===== config.mk =====
export PLATFORM = sky130hd
export DESIGN_NAME = sad_ctrl
export DESIGN_NICKNAME = d
export VERILOG_FILES = /design/src/rtl/sad_ctrl.sv
export SDC_FILE = /design/constraint.sdc
export NUM_CORES = 1
export LEC_CHECK = 0
export CORE_UTILIZATION = 27
export CTS_BUF_LIST = sky130_fd_sc_hd__clkbuf_16
export DETAILED_ROUTE_END_ITERATION = 10
export SYNTH_ARGS = -nofsm -noshare
export SYNTH_HDL_FRONTEND = slang
export SYNTH_SLANG_ARGS = --single-unit

===== constraint.sdc =====
create_clock -name clk_i -period 3.25 [get_ports clk_i]
set_clock_uncertainty 0.15 [all_clocks]
set_input_delay 0.8125 -clock clk_i [delete_from_list [all_inputs] [get_ports clk_i]]
set_output_delay 0.8125 -clock clk_i [all_outputs]
set_load 0.05 [all_outputs]

===== src/rtl/sad_ctrl.sv =====
// sad_ctrl -- control FSM for the sum-of-absolute-differences engine.
//
// Sequences one SAD run over N_PIX pixels. It drives the datapath strobes,
// generates the pixel address for the A/B block memories, and provides a
// go/busy/done handshake to the system.
//
// Optional feature macro: SAD_CTRL_CYCLE_CNT_EN. When defined, a 16-bit
// busy-cycle counter is added and the cycles_o port is exposed.
//
// Parameters:
//   N_PIX         pixels per block (number of loop iterations)
//   AW            address width, $clog2(N_PIX)
// Ports:
//   clk_i         clock, rising edge
//   rst_i         asynchronous active-high reset
//   go_i          start request, sampled only in IDLE
//   abort_i       cancels a run in progress (ignored in IDLE)
//   i_it_256_i    datapath loop-continue flag (1 = more pixels remain)
//   sum_clr_o     datapath strobe, high in INIT
//   i_clr_o       datapath strobe, high in INIT
//   sum_ld_o      datapath strobe, high in ACCUM
//   i_inc_o       datapath strobe, high in ACCUM
//   sad_reg_ld_o  datapath strobe, high in STORE
//   addr_o        pixel address to block memories A and B
//   busy_o        high whenever the FSM is not in IDLE
//   done_o        one-cycle pulse after a completed run
//   err_o         sticky loop-overrun flag, cleared when go_i is accepted
//   cycles_o      busy-cycle count of the last completed run (optional)
module sad_ctrl #(
  parameter int unsigned N_PIX = 256,
  parameter int unsigned AW    = $clog2(N_PIX)
) (
  input  logic          clk_i,
  input  logic          rst_i,
  input  logic          go_i,
  input  logic          abort_i,
  input  logic          i_it_256_i,
  output logic          sum_clr_o,
  output logic          i_clr_o,
  output logic          sum_ld_o,
  output logic          i_inc_o,
  output logic          sad_reg_ld_o,
  output logic [AW-1:0] addr_o,
  output logic          busy_o,
  output logic          done_o,
  output logic          err_o
`ifdef SAD_CTRL_CYCLE_CNT_EN
  ,
  output logic [15:0]   cycles_o
`endif
);

  typedef enum logic [2:0] {
    IDLE,
    INIT,
    CHECK,
    ACCUM,
    STORE
  } state_t;

  localparam logic [AW:0] N_LAST = (AW+1)'(N_PIX);

  state_t      state;
  logic [AW:0] idx;

  // Strobe pattern {sum_clr, i_clr, sum_ld, i_inc, sad_reg_ld} for a state.
  function automatic logic [4:0] strb_of(input state_t s);
    case (s)
      INIT:    return 5'b11000;
      ACCUM:   return 5'b00110;
      STORE:   return 5'b00001;
      default: return 5'b00000;
    endcase
  endfunction

  assign addr_o = idx[AW-1:0];

  // Strobes and busy_o are registered from the next state, so each one
  // reads exactly as if it were decoded from the state register.
  always_ff @(posedge clk_i or posedge rst_i) begin
    if (rst_i) begin
      state  <= IDLE;
      idx    <= '0;
      busy_o <= 1'b0;
      done_o <= 1'b0;
      err_o  <= 1'b0;
      {sum_clr_o, i_clr_o, sum_ld_o, i_inc_o, sad_reg_ld_o} <= '0;
    end else begin
      done_o <= 1'b0;
      if (state != IDLE && abort_i) begin
        // Abort outranks every other transition, including leaving STORE.
        state  <= IDLE;
        busy_o <= 1'b0;
        {sum_clr_o, i_clr_o, sum_ld_o, i_inc_o, sad_reg_ld_o} <= '0;
      end else begin
        case (state)
          IDLE: begin
            if (go_i) begin
              state  <= INIT;
              busy_o <= 1'b1;
              err_o  <= 1'b0;
              {sum_clr_o, i_clr_o, sum_ld_o, i_inc_o, sad_reg_ld_o} <= strb_of(INIT);
            end
          end
          INIT: begin
            state <= CHECK;
            idx   <= '0;
            {sum_clr_o, i_clr_o, sum_ld_o, i_inc_o, sad_reg_ld_o} <= strb_of(CHECK);
          end
          CHECK: begin
            if (i_it_256_i && idx != N_LAST) begin
              state <= ACCUM;
              {sum_clr_o, i_clr_o, sum_ld_o, i_inc_o, sad_reg_ld_o} <= strb_of(ACCUM);
            end else begin
              // A continue request after N_PIX iterations is an overrun.
              if (i_it_256_i) begin
                err_o <= 1'b1;
              end
              state <= STORE;
              {sum_clr_o, i_clr_o, sum_ld_o, i_inc_o, sad_reg_ld_o} <= strb_of(STORE);
            end
          end
          ACCUM: begin
            state <= CHECK;
            idx   <= idx + 1'b1;
            {sum_clr_o, i_clr_o, sum_ld_o, i_inc_o, sad_reg_ld_o} <= strb_of(CHECK);
          end
          STORE: begin
            state  <= IDLE;
            busy_o <= 1'b0;
            done_o <= 1'b1;
            {sum_clr_o, i_clr_o, sum_ld_o, i_inc_o, sad_reg_ld_o} <= strb_of(IDLE);
          end
          default: begin
            state  <= IDLE;
            busy_o <= 1'b0;
            {sum_clr_o, i_clr_o, sum_ld_o, i_inc_o, sad_reg_ld_o} <= '0;
          end
        endcase
      end
    end
  end

`ifdef SAD_CTRL_CYCLE_CNT_EN
  logic [15:0] cyc_cnt;

  // cyc_cnt holds the number of busy cycles before the current one, so
  // the value latched in STORE is cyc_cnt + 1 (STORE itself included).
  always_ff @(posedge clk_i or posedge rst_i) begin
    if (rst_i) begin
      cyc_cnt  <= '0;
      cycles_o <= '0;
    end else if (state == IDLE) begin
      cyc_cnt <= '0;
    end else begin
      cyc_cnt <= cyc_cnt + 16'd1;
      if (state == STORE && !abort_i) begin
        cycles_o <= cyc_cnt + 16'd1;
      end
    end
  end
`endif

endmodule


==> flow_summary.json, run 1 <==
{
  "status": "finished, final reports clean",
  "worst_r2r_path_depth": 5,
  "place_hpwl_mm": 1.336,
  "worst_hold_path_type": "register to register",
  "grt_antenna_before_repair": 0,
  "floorplan.die.height_um": 62.62,
  "layout.core_utilization_pct": 35.90,
  "tritoncts": "built",
  "synth_seq_cells": 18,
  "fp.coreArea_mm2": 0.003416,
  "design_area_mm2": 0.001226,
  "placement_rows": 21,
  "cts_made_buffers": 3,
  "drive_gt1_share_pct": 4.545,
  "rr_startpoint": "idx[0]",
  "dpl_cell_area_mm2": 0.001147,
  "floorplan.initialDensity_pct": 29.05,
  "count_of_vias_placed_by_the_detailed_router": 748,
  "clkLatencyLatePin_ps": 250,
  "power.static_leakage_nw": 0.4853,
  "wl_per_cell_um": 12.41,
  "die_area_mm2": 0.003921,
  "ctsRootBufferMaster": "sky130_fd_sc_hd__clkbuf_16",
  "synth.cell_area_um2": 992.2,
  "design.portCount": 21,
  "sequential_fraction_of_the_synthesis_area_pct": 45.40,
  "chipWidth_um": 62.62,
  "final.period_utilization_pct": 77.33,
  "insertedDiodeCount": 0,
  "worst_ep_required_time_ps": 2290,
  "design.final.nets": 118,
  "cp-end-kind": "primary output",
  "drc_errors": 0,
  "drt_pass1_iterations": 4,
  "routabilityCongestion": 0.7731,
  "report.final.hold_viol_count": 0,
  "yosys_warnings": 0,
  "postCtsSetupRepairBufs": 0,
  "drv.max_cap_violation_count": 0,
  "cts_repair_resize_count": 0,
  "powerDensity_mw_per_mm2": 790.8,
  "grt.overflow.total": 0,
  "unrepaired_setup_endpoints_after_global_routing": "false",
  "ff_latch_area_um2": 450.4,
  "path_buf_inv": 1,
  "synth_cells": 100,
  "grt_first_pass_wirelength_mm": 3.305,
  "post_detailed_route_via_to_cell_ratio": 4.795,
  "syn-num-nets": 107,
  "worstPathArrival_ps": 1550,
  "timing.critical_path.cells": "clkdlybuf4s50_1",
  "worst_r2r_endpoint": "i_inc_o",
  "area_growth_syn_to_layout_pct": 23.58,
  "max_freq_ghz": 0.3979,
  "critical-path-slowest-cell": "sky130_fd_sc_hd__clkdlybuf4s50_1",
  "vdd_drop_max_uv": 283.9,
  "hold_depth": 2,
  "grt_max_degree": 19,
  "hold_start": "sad_reg_ld_o",
  "port_buffers": 20,
  "synth_area_per_cell_um2": 9.922,
  "initialDrtViolationCount": 29,
  "cts_htree_levels": 1,
  "timing.final.setup_violations": 0,
  "timing.critical_path.fanout_max": 8,
  "timing.reg2reg.setup_slack_ps": 1270,
  "clock_slew_at_reported_path_ffs_ps": 50,
  "timing.critical_path.slowest_cell_delay_ps": 850,
  "grt_pass1_vias": 713,
  "gr-usage-all-layers_pct": 10.76,
  "cts_max_path_buffers": 2,
  "crit_type": "register to primary output",
  "n_fill_cell": 349,
  "total_negative_slack_ps": 0,
  "period_minus_slack_ps": 2513,
  "multiInputGateArea_um2": 420.4,
  "maxSlewHeadroom_pct": 53.66,
  "clock_sinks": 18,
  "final_max_slew_viol_count": 0,
  "detail_route.wirelength_mm": 1.936,
  "yosys.cell_types.count": 32,
  "worstMarginPinSlew_ps": 694.4,
  "cp-start-kind": "register",
  "hold_path_end": "sad_reg_ld_o",
  "ctsHoldBuffers": 0,
  "drtAntennaViolNets": 0,
  "cp_top_family": "buffers and inverters"
}
[state kept, by name (all words and copies together), names as in the netlist]
register / count
idx: 9
state: 3
busy_o: 1
done_o: 1
err_o: 1
i_clr_o: 1
i_inc_o: 1
sad_reg_ld_o: 1
[cell usage in the layout (no fill, tap or decap), types with 2 or more instances in the layout]
cell,synthesis,routed
sky130_fd_sc_hd__a21boi_0,2,2
sky130_fd_sc_hd__a21oi_1,2,2
sky130_fd_sc_hd__a22o_1,2,2
sky130_fd_sc_hd__clkbuf_16,0,3
sky130_fd_sc_hd__clkdlybuf4s50_1,0,20
sky130_fd_sc_hd__dfrtp_1,18,18
sky130_fd_sc_hd__ha_1,2,2
sky130_fd_sc_hd__inv_1,5,5
sky130_fd_sc_hd__nand2_1,9,9
sky130_fd_sc_hd__nand3_1,7,7
sky130_fd_sc_hd__nand4_1,2,2
sky130_fd_sc_hd__nor2_1,3,3
sky130_fd_sc_hd__nor4b_1,4,4
sky130_fd_sc_hd__o211ai_1,4,4
sky130_fd_sc_hd__o21ai_0,7,7
sky130_fd_sc_hd__or3_1,2,2
sky130_fd_sc_hd__or4_1,4,4
[final cells by class]
cell class	instances	share of cell area (%)
inverter	5	1.531
clock inverter	1	0.3061
multi-input combinational	63	34.29
timing repair buffer	20	16.33
clock buffer	3	6.122
tap	46	4.694
sequential	18	36.73
[cells by family after synthesis]
family	Yosys count	share of synthesized area, %
adder cells (fa/ha/maj)	2	2.522
flip-flops	18	45.40
AND/OR/NAND/NOR	39	24.97
buffers and inverters	19	12.23
AO/OA/AOI/OAI	22	14.88
[power breakdown]
group	leakage, nW	total [W]	switching (W)	internal (W)
logic	0.210	0.000370	0.000238	0.000131
registers	0.237	0.000354	0.0000787	0.000275
clock network	0.0385	0.000246	0.0000828	0.000164
[metal layers]
| layer | global-route usage (%) | wire length [um] | vias up |
|---|---|---|---|
| met4 | 6.977 | 51 | 0 |
| met1 | 13.48 | 981 | 341 |
| met2 | 16.71 | 839 | 23 |
| met5 | 0 | 0 | - |
| li1 | - | - | 379 |
| met3 | 2.190 | 64 | 5 |
[cells in the mapped netlist (all sizes together)]
library cell	count	share of area, %
dfrtp	18	45
buf	13	10
nand2	9	3.4
o21ai	8	4.0
nand3	7	3.5
inv	5	1.9
nor4b	4	3.5
o211ai	4	3.0
or4	4	3.0
nor2	3	1.1
a21boi	2	1.5
a21oi	2	1.0
a22o	2	1.8
ha	2	2.5
nand4	2	1.3
or3	2	1.3
a21bo	1	1.0
a22oi	1	0.76
a41o	1	1.0
clkbuf	1	0.38
nand2b	1	0.63
nand4bb	1	2.8
nor2b	1	0.63
nor3	1	0.50
nor3b	1	0.76
nor4	1	0.63
o21a	1	0.76
or3b	1	0.88
or4b	1	1.0
[how the worst max path moves through the flow]
stage | start | to | slack, ps | cells after the start
detailed placement | abort_i | idx[6] | 750 | 4
finish | idx[5] | addr_o[5] | 740 | 1
global route | idx[0] | addr_o[0] | 670 | 1
CTS | idx[5] | addr_o[5] | 720 | 1
floorplan | i_inc_o | sum_ld_o | 1380 | 1
global placement | abort_i | idx[7] | 800 | 4
[metrics by stage]
stage,total power (W),cells,hold WS [ps],setup slack [ps]
2_1_floorplan,0.0006480,100,327.3,1383
3_3_place_gp,0.0007249,152,343.7,795.4
3_5_place_dp,0.0007286,152,331.7,752.3
4_1_cts,0.0009844,156,347.5,721.4
5_1_grt,0.001029,156,361.7,674.7
6_report,0.0009696,156,343.8,736.9
[worst min-delay path: stages (launching register included)]
cell                      delay [ps]
sky130_fd_sc_hd__dfrtp_1         350
sky130_fd_sc_hd__nand2_1          50
sky130_fd_sc_hd__o21ai_1          60
Note: power is estimated with default switching activity, not from simulation.
==> run 2: changes to the inputs <==
- clock period: 3.25 -> 2.3 ns (I/O delays scaled with it)
==> run 2 against run 1 <==
  * Final cell count is 1.9% higher
  * Sequential share of layout area is 0.075 points lower
  * Clock power grew 42%
  * Worst hold slack improved by 22 ps
  * Wire length rose by 0.46%
  * Flip-flop and latch count is the same
  * Total power is 41% higher
  * Die area unchanged
  * Combinational power rose by 39%
==> flow_summary.json, run 2 (same netlist as run 1, synthesis figures left out) <==
{
  "drive_gt1_share_pct": 14.16,
  "cts_made_buffers": 3,
  "floorplan.die.height_um": 62.62,
  "final_critical_path_setup_slack_ps": 146.6,
  "timing.critical_path.cells": "clkdlybuf4s50_1",
  "worst_r2r_path_depth": 5,
  "grt_max_degree": 19,
  "multiInputGateArea_um2": 420.4,
  "clock_sinks": 18,
  "cp-start-kind": "register",
  "final.period_utilization_pct": 93.63,
  "maxSlewHeadroom_pct": 60.97,
  "place_worst_setup_slack_ps": 108.6,
  "grt_pass1_vias": 729,
  "status": "finished, final reports clean",
  "wl_per_cell_um": 12.23,
  "detail_route.wirelength_mm": 1.945,
  "met2_routing_resource_usage_after_global_routing_pct": 16.71,
  "hold_path_end": "sad_reg_ld_o",
  "worst_ep_required_time_ps": 1570,
  "fp.coreArea_mm2": 0.003416,
  "n_fill_cell": 373,
  "layout.cells.most_common_list": "sky130_fd_sc_hd__dfrtp_1, sky130_fd_sc_hd__clkdlybuf4s50_1, sky130_fd_sc_hd__buf_4",
  "worst_hold_slack_ps": 365.9,
  "clkLatencyLatePin_ps": 250,
  "cts_repair_resize_count": 0,
  "rr_startpoint": "idx[0]",
  "critical-path-slowest-cell": "sky130_fd_sc_hd__clkdlybuf4s50_1",
  "drtAntennaViolNets": 0,
  "design.final.nets": 121,
  "timing.final.setup_violations": 0,
  "total_negative_slack_ps": 0,
  "insertedDiodeCount": 0,
  "period_minus_slack_ps": 2153,
  "dpl_cell_area_mm2": 0.001150,
  "unrepaired_setup_endpoints_after_global_routing": "false",
  "largest_reg_flops": 9,
  "post_detailed_route_via_to_cell_ratio": 4.925,
  "port_buffers": 20,
  "die_area_mm2": 0.003921,
  "gr-usage-all-layers_pct": 10.40,
  "grt_antenna_before_repair": 0,
  "drt_pass1_iterations": 4,
  "cp-end-kind": "primary output",
  "place_hpwl_mm": 1.403,
  "drv.max_cap_violation_count": 0,
  "floorplan.initialDensity_pct": 29.05,
  "cts_max_path_buffers": 2,
  "chipWidth_um": 62.62,
  "hold_depth": 2,
  "clock_slew_at_reported_path_ffs_ps": 50,
  "ff_latch_area_um2": 450.4,
  "postCtsSetupRepairBufs": 0,
  "vdd_drop_max_uv": 429.8,
  "ctsHoldBuffers": 0,
  "ctsRootBufferMaster": "sky130_fd_sc_hd__clkbuf_16",
  "path_buf_inv": 1,
  "powerDensity_mw_per_mm2": 1112,
  "report.final.hold_viol_count": 0,
  "cp_top_family": "buffers and inverters",
  "design_area_mm2": 0.001229,
  "top_register": "idx",
  "final_max_slew_viol_count": 0,
  "timing.reg2reg.setup_slack_ps": 350,
  "worstMarginPinSlew_ps": 580.2,
  "met1_grt_util_pct": 12.76,
  "power.static_leakage_nw": 0.5137,
  "area_growth_syn_to_layout_pct": 23.83,
  "routabilityCongestion": 0.8186,
  "grt_first_pass_wirelength_mm": 3.146,
  "timing.critical_path.slowest_cell_delay_ps": 810,
  "drc_errors": 0,
  "design.portCount": 21,
  "timing.critical_path.fanout_max": 3,
  "worst_r2r_endpoint": "i_inc_o",
  "max_freq_ghz": 0.4644,
  "crit_type": "register to primary output",
  "hold_start": "sad_reg_ld_o",
  "count_of_vias_placed_by_the_detailed_router": 783,
  "final_common_cell": "sky130_fd_sc_hd__dfrtp_1",
  "cts_htree_levels": 1,
  "placement_rows": 21,
  "worstPathArrival_ps": 1430,
  "grt_busiest_layer": "met2",
  "layout_top_registers": "idx x9, state x3",
  "met3_usage_pct": 3.285,
  "tritoncts": "built",
  "grt.overflow.total": 0,
  "worst_hold_path_type": "register to register",
  "initialDrtViolationCount": 21
}
==> run 2: worst max-delay path by stage <==
stage / from / end / slack, ps / cells past startpoint
floorplan: i_inc_o / sum_ld_o / 670 / 1
global placement: abort_i / idx[6] / 130 / 4
detailed placement: abort_i / idx[6] / 110 / 4
CTS: i_clr_o / sum_clr_o / 130 / 1
global route: i_inc_o / sum_ld_o / 110 / 1
finish: i_inc_o / i_inc_o / 150 / 1
==> run 2: layout make-up <==
class                   instances  share of cell area, %
flip-flops and latches         18                  36.66
multi-input cells              63                  34.22
repair buffers                 23                  16.50
inverters                       5                  1.527
clock buffers                   3                  6.110
well taps                      46                  4.684
clock inverters                 1                 0.3055
==> run 2: report_power, final <==
part,internal (W),switching (W)
combinational,0.000176,0.000338
clock,0.000231,0.000119
sequential,0.000388,0.000115
total,0.000795,0.000571
==> run 2: tightest hold or removal path, cell delays in order (launching register included) <==
cell,delay (ps)
sky130_fd_sc_hd__dfrtp_1,350
sky130_fd_sc_hd__nand2_1,50
sky130_fd_sc_hd__o21ai_1,70
==> run 2: through the flow <==
| step | utilization [%] | power [W] | std cells |
|---|---|---|---|
| 2_1_floorplan | - | 0.0009157 | 100 |
| 3_3_place_gp | 33.66 | 0.001020 | 155 |
| 3_5_place_dp | 33.66 | 0.001024 | 155 |
| 4_1_cts | 35.97 | 0.001382 | 159 |
| 5_1_grt | 35.97 | 0.001441 | 159 |
| 6_report | 35.97 | 0.001367 | 159 |
==> run 2: metal layers <==
layer / vias to the layer above / part of all wire (%)
met5: - / 0
met4: 0 / 1.6
met3: 5 / 4.7
met2: 24 / 44
met1: 371 / 49
li1: 383 / -
==> run 3: changes to the inputs <==
- REMOVE_ABC_BUFFERS: not set -> 1
==> run 3 against run 2 <==
  * Worst setup slack improved by 4.5 ps
  * Critical path depth did not move
  * Non-clock buffer count rose by 1
  * Final cell count did not move
  * Critical path type unchanged
==> flow_summary.json, run 3 (same netlist as run 1, synthesis figures left out) <==
{
  "final_cells": 159,
  "cp-start-kind": "register",
  "maxSlewHeadroom_pct": 64.42,
  "worst_ep_required_time_ps": 1570,
  "ctsRootBufferMaster": "sky130_fd_sc_hd__clkbuf_16",
  "top_register": "idx",
  "power.static_leakage_nw": 0.5170,
  "power_switching_share_pct": 41.20,
  "hold_depth": 2,
  "cts_repair_resize_count": 0,
  "clock_sinks": 18,
  "path_buf_inv": 1,
  "report.final.hold_viol_count": 0,
  "placedCellCount": 156,
  "grt_pass1_vias": 721,
  "timing.reg2reg.setup_slack_ps": 470,
  "status": "finished, final reports clean",
  "critical-path-slowest-cell": "sky130_fd_sc_hd__clkdlybuf4s50_1",
  "timing.critical_path.fanout_max": 3,
  "drive_gt1_share_pct": 15.04,
  "vdd_drop_max_uv": 539.3,
  "worstMarginPinSlew_ps": 533.8,
  "place_hpwl_mm": 1.387,
  "floorplan.die.height_um": 62.62,
  "gr-usage-all-layers_pct": 10.50,
  "clock_slew_at_reported_path_ffs_ps": 50,
  "drc_errors": 0,
  "postCtsSetupRepairBufs": 0,
  "worstPathArrival_ps": 1420,
  "clkLatencyLatePin_ps": 240,
  "power_frac_seq_pct": 36.9,
  "grt_first_pass_wirelength_mm": 3.312,
  "final_max_slew_viol_count": 0,
  "cts_made_buffers": 3,
  "chipWidth_um": 62.62,
  "final_common_cell": "sky130_fd_sc_hd__dfrtp_1",
  "hold_path_end": "sad_reg_ld_o",
  "layout.cells.most_common_list": "sky130_fd_sc_hd__dfrtp_1, sky130_fd_sc_hd__clkdlybuf4s50_1, sky130_fd_sc_hd__buf_4",
  "cts_htree_levels": 1,
  "count_of_vias_placed_by_the_detailed_router": 794,
  "crit_type": "register to primary output",
  "max_freq_ghz": 0.4654,
  "period_minus_slack_ps": 2149,
  "floorplan.initialDensity_pct": 29.05,
  "die_area_mm2": 0.003921,
  "detail_route.wirelength_mm": 1.912,
  "placement_rows": 21,
  "timing.critical_path.cells": "clkdlybuf4s50_1",
  "design.portCount": 21,
  "cp-end-kind": "primary output",
  "grt_max_degree": 19,
  "drtAntennaViolNets": 0,
  "layout_top_registers": "idx x9, state x3",
  "grt_antenna_before_repair": 0,
  "design.final.nets": 122,
  "design_area_mm2": 0.001232,
  "n_fill_cell": 366,
  "timing.critical_path.slowest_cell_delay_ps": 810,
  "fp.coreArea_mm2": 0.003416,
  "port_buffers": 20,
  "initialDrtViolationCount": 19,
  "insertedDiodeCount": 0,
  "routabilityCongestion": 0.8338,
  "dpl_cell_area_mm2": 0.001157,
  "powerDensity_mw_per_mm2": 1101,
  "unrepaired_setup_endpoints_after_global_routing": "false",
  "share_clk_of_total_power_pct": 25.0,
  "hold_start": "sad_reg_ld_o",
  "post_detailed_route_via_to_cell_ratio": 4.994,
  "drt_pass1_iterations": 4,
  "total_negative_slack_ps": 0,
  "power_frac_comb_pct": 38.1,
  "power.net_switching_w": 0.0005589,
  "area_growth_syn_to_layout_pct": 24.21,
  "final.period_utilization_pct": 93.43,
  "largest_reg_flops": 9,
  "timing.final.setup_violations": 0,
  "worst_hold_path_type": "register to register",
  "power_w": 0.001356,
  "rr_startpoint": "idx[0]",
  "tritoncts": "built",
  "ctsHoldBuffers": 0,
  "grt.overflow.total": 0,
  "wl_per_cell_um": 12.03,
  "cp_top_family": "buffers and inverters",
  "worst_r2r_endpoint": "i_inc_o",
  "cts_max_path_buffers": 2,
  "worst_r2r_path_depth": 6,
  "drv.max_cap_violation_count": 0,
  "p_int_w": 0.0007976,
  "layout.core_utilization_pct": 36.08
}
==> run 3: worst max path at each step <==
stage	start	endpoint	slack (ps)	depth (start not counted)
floorplan	idx[0]	i_inc_o	390	5
global placement	abort_i	idx[7]	120	4
detailed placement	abort_i	idx[7]	120	4
CTS	i_clr_o	sum_clr_o	140	1
global route	i_inc_o	i_inc_o	110	1
finish	i_clr_o	sum_clr_o	150	1
==> run 3: area by class of cell <==
| cell class | instances | area [um^2] | area share (%) |
|---|---|---|---|
| Multi-Input combinational cell | 63 | 420.4 | 34.11 |
| Sequential cell | 18 | 450.4 | 36.55 |
| Timing Repair Buffer | 24 | 210.2 | 17.06 |
| Inverter | 5 | 18.77 | 1.523 |
| Clock buffer | 3 | 75.07 | 6.091 |
| Tap cell | 46 | 57.56 | 4.670 |
==> run 3: power groups by stage <==
| stage | Combinational (W) | Clock [W] | Sequential, W |
|---|---|---|---|
| after floorplan | 0.000136 | 0 | 0.000701 |
| after global placement | 0.000521 | 0 | 0.000503 |
| after detailed placement | 0.000522 | 0 | 0.000504 |
| after CTS | 0.000524 | 0.000348 | 0.000500 |
| after global routing | 0.000556 | 0.000362 | 0.000516 |
| final | 0.000517 | 0.000339 | 0.000500 |
==> run 3: routing by layer <==
layer / up-vias / global-route usage (%) / part of all wire [%]
li1: 387 / - / -
met1: 385 / 13.07 / 47
met2: 22 / 17.93 / 47
met3: 0 / 3.832 / 5.5
met4: 0 / 0.8721 / 0
met5: - / 0 / 0
==> run 3: stage by stage <==
| step | setup slack (ps) | hold slack [ps] |
|---|---|---|
| after floorplan | 394.1 | 327.3 |
| after global placement | 124.4 | 337.8 |
| after detailed placement | 118.0 | 345.4 |
| after CTS | 144.7 | 366.1 |
| after global routing | 113.0 | 396.0 |
| final | 151.1 | 350.3 |
